===== src/rtl/seq_z_pkg.sv =====
// Shared definitions for the xor/and/or parity encoder and its z-stream decoder.
// State bit order: s[2]=q_or, s[1]=q_and, s[0]=q_xor.
package seq_z_pkg;

  typedef logic [2:0] state_t;
  typedef logic [7:0] mask_t;

  localparam mask_t INIT_MASK_KNOWN = 8'b0000_0001;
  localparam mask_t INIT_MASK_ALL   = 8'b1111_1111;

  function automatic state_t ENC_NEXT(input state_t s, input logic x);
    return {x | ~s[2], x & ~s[1], x ^ s[0]};
  endfunction

  // z is the XNOR of all three flops.
  function automatic logic ENC_Z(input state_t s);
    return ~(^s);
  endfunction

endpackage


===== src/rtl/seq_z_step.sv =====
// One decoder step: advances the candidate set by one observed z sample and
// reports which x values are still possible.
module seq_z_step
  import seq_z_pkg::*;
(
  input  mask_t mask,
  input  logic  z,
  output mask_t next_mask,
  output logic  any_x0,
  output logic  any_x1,
  output logic  empty
);

  state_t n0;
  state_t n1;

  always_comb begin
    // NOTE: every output of this block is defaulted first so no path leaves it unassigned (no latch).
    next_mask = '0;
    any_x0    = 1'b0;
    any_x1    = 1'b0;
    n0        = '0;
    n1        = '0;
    for (int i = 0; i < 8; i++) begin
      if (mask[i]) begin
        n0 = ENC_NEXT(state_t'(i), 1'b0);
        n1 = ENC_NEXT(state_t'(i), 1'b1);
        if (ENC_Z(n0) == z) begin
          next_mask[n0] = 1'b1;
          any_x0        = 1'b1;
        end
        if (ENC_Z(n1) == z) begin
          next_mask[n1] = 1'b1;
          any_x1        = 1'b1;
        end
      end
    end
  end

  assign empty = ~(any_x0 | any_x1);

endmodule


===== src/rtl/seq_z_decoder.sv =====
// Tracks the encoder states consistent with the observed z stream and recovers
// x wherever every surviving transition agrees on it.
module seq_z_decoder
  import seq_z_pkg::*;
#(
  parameter bit KNOWN_INIT = 1'b1,
  parameter int CNT_W      = 16
) (
  input  logic             clk,
  input  logic             rst_n,
  input  logic             z_valid,
  input  logic             z_in,
  input  logic             clr,
  output logic             x_valid,
  output logic             x_dec,
  output logic             x_known,
  output logic             locked,
  output logic             err,
  output logic             err_sticky,
  output logic [7:0]       cand_mask,
  output logic [CNT_W-1:0] ambig_cnt,
  output logic [CNT_W-1:0] err_cnt
);

  localparam mask_t INIT_MASK = KNOWN_INIT ? INIT_MASK_KNOWN : INIT_MASK_ALL;

  mask_t step_mask;
  logic  any_x0;
  logic  any_x1;
  logic  empty;

  seq_z_step u_step (
    .mask      (cand_mask),
    .z         (z_in),
    .next_mask (step_mask),
    .any_x0    (any_x0),
    .any_x1    (any_x1),
    .empty     (empty)
  );

  assign locked = $onehot(cand_mask);

  // NOTE: sequential state uses non-blocking assignments so every register samples pre-edge values.
  always_ff @(posedge clk or negedge rst_n) begin
    if (!rst_n) begin
      cand_mask  <= INIT_MASK;
      x_valid    <= 1'b0;
      x_dec      <= 1'b0;
      x_known    <= 1'b0;
      err        <= 1'b0;
      err_sticky <= 1'b0;
      ambig_cnt  <= '0;
      err_cnt    <= '0;
    end else if (clr) begin
      // clr wins over a simultaneous sample; that sample is dropped.
      cand_mask  <= INIT_MASK;
      x_valid    <= 1'b0;
      x_dec      <= 1'b0;
      x_known    <= 1'b0;
      err        <= 1'b0;
      err_sticky <= 1'b0;
      ambig_cnt  <= '0;
      err_cnt    <= '0;
    end else if (z_valid) begin
      x_valid <= 1'b1;
      if (empty) begin
        // No state explains the stream: resync from the full state set.
        cand_mask  <= INIT_MASK_ALL;
        x_known    <= 1'b0;
        x_dec      <= 1'b0;
        err        <= 1'b1;
        err_sticky <= 1'b1;
        if (err_cnt != '1) err_cnt <= err_cnt + CNT_W'(1);
      end else begin
        cand_mask <= step_mask;
        x_known   <= any_x0 ^ any_x1;
        x_dec     <= any_x1 & ~any_x0;
        err       <= 1'b0;
        if (any_x0 && any_x1 && ambig_cnt != '1) ambig_cnt <= ambig_cnt + CNT_W'(1);
      end
    end else begin
      x_valid <= 1'b0;
      err     <= 1'b0;
    end
  end

endmodule


===== config.mk =====
export PLATFORM = sky130hd
export DESIGN_NAME = seq_z_decoder
export DESIGN_NICKNAME = d
export VERILOG_FILES = /design/src/rtl/seq_z_pkg.sv /design/src/rtl/seq_z_step.sv /design/src/rtl/seq_z_decoder.sv
export SDC_FILE = /design/constraint.sdc
export NUM_CORES = 1
export LEC_CHECK = 0
export BUFFER_PORTS_ARGS = -buffer_cell sky130_fd_sc_hd__buf_4
export CAP_MARGIN = 20
export CORE_AREA = 2 2 70 72
export DETAILED_ROUTE_END_ITERATION = 10
export DIE_AREA = 0 0 72 74
export PLACE_DENSITY = 0.84
export SLEW_MARGIN = 20
export SYNTH_ARGS = -nofsm -noshare
export SYNTH_HDL_FRONTEND = slang
export SYNTH_HIERARCHICAL = 1
export SYNTH_SLANG_ARGS = --single-unit
export TNS_END_PERCENT = 20

===== constraint.sdc =====
create_clock -name clk -period 5.6 [get_ports clk]
set_input_delay 0.28 -clock clk [delete_from_list [all_inputs] [get_ports clk]]
set_output_delay 0.28 -clock clk [all_outputs]
set_load 0.03 [all_outputs]

==> run summary <==
The flow ran to the end, and the final reports show no timing, DRC or antenna violations. After the first detailed-routing iteration, the DRC count stood at 192. Global routing used 42.4% of the available met2 tracks. The largest individual stage delay along the critical path comes from the cell dfstp_2. The number of enable-type register cells in the synthesized netlist came out at 0. During synthesis, Yosys emitted a total of 6 warnings. Clock tree synthesis selected as its root buffer the cell clkbuf_8.

For the number of sinks driven by the clock tree, the log shows 45. Setup repair after global routing left no endpoint under its margin. The max capacitance violation total was 0; the worst slack after detailed placement was 1.98 ns. Clock latency on the worst-skew pair, taken at its later pin, is 0.30 ns.

In the final routed layout, each cell accounts on average for 15.6 um. The chip width is 72 um. Cells with a size suffix above 1 make up 20.1% of the layout.

For the first-pass GRT wire length, the log shows 10,700 um. Final hold violation count: 0. Between clock sinks in the finished design, the worst skew comes to 0.00884 ns. In the routed design, unresolved DRC markers number 0.

The final layout contains 358 nets. The logs give 0 for the global route total overflow and 4600 sq um for the area of the core. The design draws 0.755 mW. The final RePlAce weighted congestion was 0.851; the via count of the first global-routing pass was 2,392.

The CTS clock-pin slew for the worst setup and hold paths came out at 0.08 ns. The tools report the data required time of the critical path as 5.32 ns. Number of hold buffers added after CTS: 1.

After synthesis, the largest area contributor takes up 40.9% of total cell area. The port buffer count came out at 50. 51 I/O pins were placed.

The worst pin sits at a relative slew slack of 46.3%. In the synthesized netlist, the number of instances is 295. After detailed placement, the total cell area comes to 3080 sq um.

For the total number of H-tree levels, the log shows 2. By area the synthesized netlist is led by dfrtp_1 41%, a21oi_1 4.8%, nor2_1 4.2%. The initial core utilization came out at 58.5%.

The transition time at the pin with the least slew margin was 0.799 ns. In this run the cell area of the synthesized design comes to 2690 sq um. The tools report the sort of element at the end of the critical path as an output port. From bottom edge to top edge, the die measures 74 um.

The delay of the slowest critical-path stage came out at 0.61 ns. The fraction of the yosys area taken by sequential cells is 41.9%. Sorting the synthesized cells by how often they occur yields 44 x dfrtp_1, 30 x nor2_1, 26 x a21oi_1. Cell with the most instances after synthesis: dfrtp_1. The worst setup path is launched from a flop.

The tools report the number of antenna violations at the first check in global routing as 0. Once detail routing completed, the nets flagged for antenna violations numbered 0. In this run the core area contains 25 standard-cell rows. In the finished design, the share of the clock period the worst path needs comes to 70.7%.

Counting along the longest clock path gives a buffer depth of 2. The mean area per synthesized cell was 9.11 sq um. The die covers 5330 sq um.

Timing would allow up to 253 MHz. The logs give 0 for the quantity of gates resized following cts and 32.3% for the met1 usage. The synthesized netlist contains 47 unique library cells.

The worst setup margin is 1.64 ns, and the clock period minus worst slack is 3.96 ns. Entering global routing, the biggest net connects 46 pins. Buffers inserted during clock tree synthesis total 5. For this design the static power due to leakage is 1.42 nW. The largest area contributor in the synthesized netlist was dfrtp_1. Global routing consumed, on the met3 layer, 4.88% of the routing resources. Power spread over the standard cell area amounts to 236 nW/um^2.

The count of final setup violators was 0. Walking the worst path, the cells encountered are inv_1, fa_1, fa_1, fa_1, inv_1, ha_1, inv_1, fa_1, nor2_1, nand3_1, a21oi_1, buf_4. Counting tap cells, the placed design contains a total of 388 instances. Across the VDD grid, the largest voltage drop is 0.107 mV. Synthesis inferred 45 register bits. In this run the worst path has a maximum fanout of 8.

met2 is the most crowded layer. In this run the worst hold path is classified as in2reg. Category of the critical setup timing path: reg2out.

The synthesis-to-layout area growth is 19.1%. The logs give 0 ns for the summed negative setup slack over all endpoints and 0 for the number of max-slew violations in the final report. STA puts the critical path data arrival time at 3.68 ns.

The aggregate global-route resource usage is 25.0%. The logs give 2,537 for the detailed-route via count and 6210 um for the total detailed-routing wirelength. For the number of optimization iterations in the first detailed-route pass, the log shows 5. The proportion of register bits with asynchronous set or reset after synthesis is 100%, and the number of standard cells in the layout, taps in and fillers out is 397.

TritonCTS built the clock tree. In the routed layout, each cell is associated on average with a via count of 6.39. The wire-length estimate of the detail-placed layout is 4170 um. The most repeated library cell on the critical path is fa_1.

The repair_antennas step left the layout with diodes totalling 0. The total setup buffers inserted after CTS was 0. The run gives 3200 sq um as the design area.

Among all flip-flop cells after synthesis, the most frequent one is dfrtp_1.
-- final timing paths --
path                         startpoint           end  cells past startpoint  slack [ns]
hold / removal                  z_valid  cand_mask[5]                      2        0.37
max in group asynchronous         rst_n  cand_mask[7]                      2        4.68
min in group asynchronous         rst_n  ambig_cnt[6]                      2        0.52
setup reg to reg           cand_mask[2]   err_cnt[14]                      6        2.84
setup / recovery           cand_mask[0]        locked                     12        1.64
hold reg to reg              err_sticky    err_sticky                      2        0.51
-- kinds of logic after synthesis --
kind of cell	after synthesis	synth area share, %
compound gates	72	16.9
fa+ha+maj	11	6.24
buf+inv	34	5.40
flops	45	41.9
mux	5	1.95
other cells	1	0.139
simple gates	127	27.5
-- registers in the layout, indices dropped and copies added, names as in the netlist --
register / count
ambig_cnt: 16
err_cnt: 16
cand_mask: 8
err: 1
err_sticky: 1
x_dec: 1
x_known: 1
x_valid: 1
-- layout by cell type (no fill, tap or decap), types with 7 or more instances in the layout --
master	n
a21oi_1	26
buf_4	51
dfrtp_1	44
o21ai_0	14
inv_1	21
nand4_1	8
nand3_1	11
nor2_1	30
nor4_1	11
or4_1	10
or3_1	12
ha_1	7
nand2_1	17
-- critical path: cells and delay by family (launching register included) --
family,cells,cell delay [ns]
adders and majority gates,5,2.01
DFF,1,0.61
AOI/OAI and AO/OA,1,0.15
buffers and inverters,4,0.39
and+or+nand+nor,2,0.21
-- area by class of cell --
| cell class | instances | area, sq um |
|---|---|---|
| clock inverters | 1 | 30.0 |
| fillers | 385 | 1400 |
| repair buffers | 52 | 393 |
| inverters | 21 | 78.8 |
| flip-flops and latches | 45 | 1130 |
| multi-input cells | 217 | 1420 |
| clock buffers | 7 | 86.3 |
| well taps | 54 | 67.6 |
-- report_power, final --
| group | leakage (nW) | switching (mW) | internal, mW |
|---|---|---|---|
| combinational | 0.741 | 0.0947 | 0.0559 |
| sequential | 0.616 | 0.0144 | 0.334 |
| clock | 0.0585 | 0.111 | 0.146 |
| total | 1.42 | 0.220 | 0.535 |
-- per-layer routing --
layer	up-vias	wire length, um
met2	99	3080
li1	1196	-
met4	0	96
met3	16	344
met5	-	0
met1	1226	2690
-- stage by stage --
step | hold WS (ns) | util, %
5_1_grt | 0.375 | 69.7
3_3_place_gp | 0.318 | 66.9
6_report | 0.367 | 69.7
3_5_place_dp | 0.324 | 66.9
4_1_cts | 0.356 | 69.7
2_1_floorplan | -0.0156 | -
Note: power is estimated with default switching activity, not from simulation.
